--- src/rtl/rotor_pkg.sv ---
// rotor_pkg: shared direction encoding, defaults and width helper for rotor consumers
package rotor_pkg;
  typedef enum logic [1:0] {DIR_NONE = 2'd0, DIR_LEFT = 2'd1, DIR_RIGHT = 2'd2} dir_t;
  localparam int FAST_WINDOW_DEF = 500000;
  localparam int FAST_STEP_DEF = 4;
  function automatic int clog2(input int v);
    int r;
    r = 0;
    while ((1 << r) < v) r++;
    return r;
  endfunction
endpackage

--- src/rtl/rotor_rate_timer.sv ---
// rotor_rate_timer: saturating gap counter since the last event, flags fast events
module rotor_rate_timer import rotor_pkg::*; #(
  parameter int FAST_WINDOW = FAST_WINDOW_DEF
) (
  input  logic clk,
  input  logic rst,
  input  logic restart,
  input  logic expire,
  output logic fast
);
  localparam int TW = clog2(FAST_WINDOW + 1);
  localparam logic [TW-1:0] SAT = TW'(FAST_WINDOW);
  logic [TW-1:0] gap;
  always_ff @(posedge clk or negedge rst)
    if (!rst) gap <= SAT;
    else gap <= expire ? SAT : restart ? '0 : (gap == SAT) ? gap : gap + 1'b1;
  assign fast = gap < SAT;
endmodule

--- src/rtl/rotor_accum.sv ---
// rotor_accum: bounded position accumulator for left/right detent pulses with acceleration
module rotor_accum import rotor_pkg::*; #(
  parameter int WIDTH = 8,
  parameter int MIN = 0,
  parameter int MAX = 255,
  parameter int INIT = 0,
  parameter int WRAP = 0,
  parameter int FAST_WINDOW = FAST_WINDOW_DEF,
  parameter int FAST_STEP = FAST_STEP_DEF
) (
  input  logic             clk,
  input  logic             rst,
  input  logic             left,
  input  logic             right,
  input  logic             clear,
  output logic [WIDTH-1:0] value,
  output logic             changed,
  output logic             at_min,
  output logic             at_max
);
  typedef logic [WIDTH:0] ext_t;
  localparam ext_t LO = ext_t'(MIN);
  localparam ext_t HI = ext_t'(MAX);
  localparam ext_t SPAN = ext_t'(MAX - MIN + 1);
  localparam ext_t FSTEP = ext_t'(FAST_STEP);
  localparam logic [WIDTH-1:0] INIT_V = WIDTH'(INIT);
  logic ev, fast;
  dir_t dir, ev_dir;
  ext_t cur, step, up, res;
  logic [WIDTH-1:0] nxt;
  rotor_rate_timer #(.FAST_WINDOW(FAST_WINDOW)) u_timer (
    .clk(clk),
    .rst(rst),
    .restart(ev && !clear),
    .expire(clear),
    .fast(fast)
  );
  // both directions at once is treated as noise and leaves all state alone
  always_comb begin
    ev = left ^ right;
    ev_dir = right ? DIR_RIGHT : DIR_LEFT;
    cur = {1'b0, value};
    step = (fast && ev_dir == dir) ? FSTEP : ext_t'(1);
    up = cur + step;
    res = right ? ((up > HI) ? ((WRAP != 0) ? up - SPAN : HI) : up)
                : ((cur < LO + step) ? ((WRAP != 0) ? cur + SPAN - step : LO) : cur - step);
    nxt = clear ? INIT_V : ev ? WIDTH'(res) : value;
  end
  always_ff @(posedge clk or negedge rst)
    if (!rst) begin
      value <= INIT_V;
      changed <= 1'b0;
      dir <= DIR_NONE;
    end else begin
      value <= nxt;
      changed <= nxt != value;
      dir <= clear ? DIR_NONE : ev ? ev_dir : dir;
    end
  assign at_min = value == WIDTH'(MIN);
  assign at_max = value == WIDTH'(MAX);
endmodule

--- config.mk ---
export PLATFORM = sky130hd
export DESIGN_NAME = rotor_accum
export DESIGN_NICKNAME = d
export VERILOG_FILES = /design/src/rtl/rotor_pkg.sv /design/src/rtl/rotor_rate_timer.sv /design/src/rtl/rotor_accum.sv
export SDC_FILE = /design/constraint.sdc
export NUM_CORES = 1
export LEC_CHECK = 0
export CAP_MARGIN = 20
export CORE_MARGIN = 3
export CORE_UTILIZATION = 50
export DETAILED_ROUTE_END_ITERATION = 12
export DONT_BUFFER_PORTS = 1
export PLACE_DENSITY = 0.76
export SLEW_MARGIN = 25
export SYNTH_ARGS = -nofsm -noshare
export SYNTH_HDL_FRONTEND = slang
export SYNTH_HIERARCHICAL = 1
export SYNTH_SLANG_ARGS = --single-unit
--- constraint.sdc ---
create_clock -name clk -period 4.8 [get_ports clk]
set_clock_uncertainty 0.15 [all_clocks]
set_input_delay 0.48 -clock clk [delete_from_list [all_inputs] [get_ports clk]]
set_output_delay 0.48 -clock clk [all_outputs]
set_load 0.01 [all_outputs]
==> results_dict.tcl <==
set metrics [dict create \
    cts_hold_buf 2 \
    startpoint_type "flop" \
    ir_drop_mv 0.258 \
    syn_inst 275 \
    cp_num_buf_inv 0 \
    fin_crit_sh 0.873 \
    drive_gt1_frac 0.0982 \
    die_h_um 73.2 \
    clk_latency_ns 0.28 \
    final_cell_mix "nand2_1 (33), nor2_1 (31), dfrtp_1 (23)" \
    finalInstanceArea_mm2 0.00240 \
    start_util 0.541 \
    drt_wl_total_mm 5.78 \
    hpwl_mm 4.02 \
    grt_pass1_wl_mm 9.71 \
    power_density_mw_per_mm2 405 \
    io_buffers 0 \
    core-area_mm2 0.00417 \
    max_stage_delay_ns 0.56 \
    cts_resized 0 \
    fin_crit_ns 4.19 \
    die_w_um 73.2 \
    utilization 0.575 \
    required_ns 4.80 \
    regArea_um2 759 \
    cts_num_sinks 30 \
    rr_startpoint "u_timer/gap[11]" \
    finalNonFillerCells 325 \
    cts_setup_buffers 0 \
    critPathTopFamily "simple AND/OR/NAND/NOR gates" \
    setup_viol 0 \
    grt_pass1_vias 1951 \
    synthesis.nets 288 \
    r2r-end "changed" \
    crit_chain "or4_1 -> o21ai_0 -> a21o_1 -> nand2_1 -> ha_1 -> ha_1 -> nand2b_1 -> a311oi_2 -> nor2_1 -> a21o_1 -> a22oi_1 -> a31oi_1 -> or4_1" \
    final_common_cell "nand2_1" \
    critPathLaunch "u_timer/gap[11]" \
    wl_per_cell_um 17.8 \
    r2r_cells 13 \
    dieArea_mm2 0.00535 \
    worstMarginPinSlew_ns 0.585 \
    track_usage 0.238 \
    multi_input_area_mm2 0.00140 \
    cts_tree "built" \
    hold_path_depth 1 \
    rsz0062_at_grt "no" \
    routabilityCongestion 0.950 \
    critPathCaptureType "flop" \
    ys_seq_area_frac 0.337 \
    drc 0 \
    syn_avg_cell_area_um2 8.20 \
    leakage_uw 0.000945 \
    synth-main-ff-cell "dfrtp_1" \
    finalMaxSlewViolations 0 \
    cpMaxStageDelayCell "or4_1" \
    fmax_ghz 0.239 \
    path_max_fanout 6 \
    min_to "dir[0]" \
    hp-class "in2reg" \
    rows 23 \
    min_from "clear" \
    hold_viol_final 0 \
    dr.pass1.iters 4 \
    status "finished, final reports clean" \
    yosysWarnings 6 \
    finalSetupTns_ns 0 \
    rrSetupSlack_ns 0.61 \
    synth_edf_count 0 \
    ant_nets 0 \
    gr-total-overflow 0 \
    slew_headroom 0.608 \
    grt_max_degree 31 \
    antenna_found_initial 0 \
    root_buffer "clkbuf_8" \
    antenna_cells 0 \
    arrival_ns 4.19 \
    hold-worst-slack_ns 0.113 \
    dp_cells 315 \
    maxCapViolCount 0 \
    final_nets 287 \
    clockBufferDepth 2 \
    synthArstFlopShare 1.00 \
    cts_buffers 5 \
    nFillCells 382 \
    synth.distinct_cells 59 \
    syn_to_final_growth_pct 6.43 \
    via_count 2092 \
    initialDrtViolationCount 223 \
    postPlaceCellArea_mm2 0.00228 \
    cts_max_level 2 \
    netlist_area_mm2 0.00226 \
    clk_pin_slew_worst_paths_ns 0.06 \
    worstSetupPathType "reg2reg" \
    ioPinCount 16 \
    synth-seq-cells 30 \
    viasPerCell 6.44 \
]
## stage by stage
stage | total power [uW] | worst slack, ns
6_report | 972 | 0.608
5_1_grt | 1050 | 0.409
4_1_cts | 973 | 0.673
3_5_place_dp | 747 | 0.685
3_3_place_gp | 745 | 0.719
2_1_floorplan | 655 | 0.974
## power breakdown
| part | internal (uW) | total [uW] | switching (uW) | leakage (uW) |
|---|---|---|---|---|
| clock network | 115 | 207 | 91.3 | 0.0000482 |
| logic | 168 | 390 | 222 | 0.000513 |
| registers | 288 | 376 | 87.4 | 0.000384 |
## final cells by class
type | instances | share of cell area
Sequential cell | 30 | 0.316
Clock inverter | 1 | 0.00208
Inverter | 14 | 0.0219
Tap cell | 50 | 0.0261
Timing Repair Buffer | 3 | 0.0156
Clock buffer | 7 | 0.0360
Multi-Input combinational cell | 220 | 0.582
## kinds of logic (layout without fill, tap and decap cells)
kind of cell	after synthesis	in the layout	synth area share
simple gates	122	122	0.287
compound gates	73	73	0.221
flops	30	30	0.337
buf+inv	25	25	0.0438
xor+xnor	15	15	0.0582
fa+ha+maj	8	8	0.0444
mux	2	2	0.00943
## registers in the layout, summed over array words and instances (netlist names)
signal and cells:
dir 2, value 8, changed 1, u_timer/gap 19
## cell usage after synthesis (2+ instances only)
cell type,instances,area share
nand2_1,33,0.055
nor2_1,31,0.052
dfrtp_1,23,0.26
o21ai_0,21,0.047
a21oi_1,17,0.038
inv_1,13,0.022
nand3_1,10,0.022
xnor2_1,10,0.039
ha_1,8,0.044
nand4_1,8,0.022
clkbuf_1,7,0.012
dfstp_2,7,0.082
nor4_1,6,0.017
nand2b_1,5,0.014
or3_1,5,0.014
xor2_1,5,0.019
a21o_1,4,0.013
buf_2,4,0.0089
nor3_1,4,0.0089
nor2b_1,3,0.0083
or4_1,3,0.010
a2111o_1,2,0.010
a211oi_1,2,0.0067
a22o_1,2,0.0078
a311o_1,2,0.0089
and4_1,2,0.0078
o22ai_1,2,0.0055
o31a_1,2,0.0078
o31ai_1,2,0.0067
o32ai_1,2,0.0078
or2_1,2,0.0055
## routing by layer
layer,GRT usage,share of wire,vias to the layer above
met5,0,0,-
met4,0.0799,0.013,0
met3,0.0510,0.082,8
met2,0.335,0.43,97
met1,0.356,0.47,983
li1,-,-,1004
## worst max-delay path by stage
stage / to / slack, ns / depth (start not counted)
6_report: changed / 0.61 / 13
5_1_grt: changed / 0.41 / 13
4_1_cts: changed / 0.67 / 13
3_5_place_dp: changed / 0.69 / 13
3_3_place_gp: changed / 0.72 / 13
2_1_floorplan: changed / 0.97 / 13
Note: power is estimated with default switching activity, not from simulation.
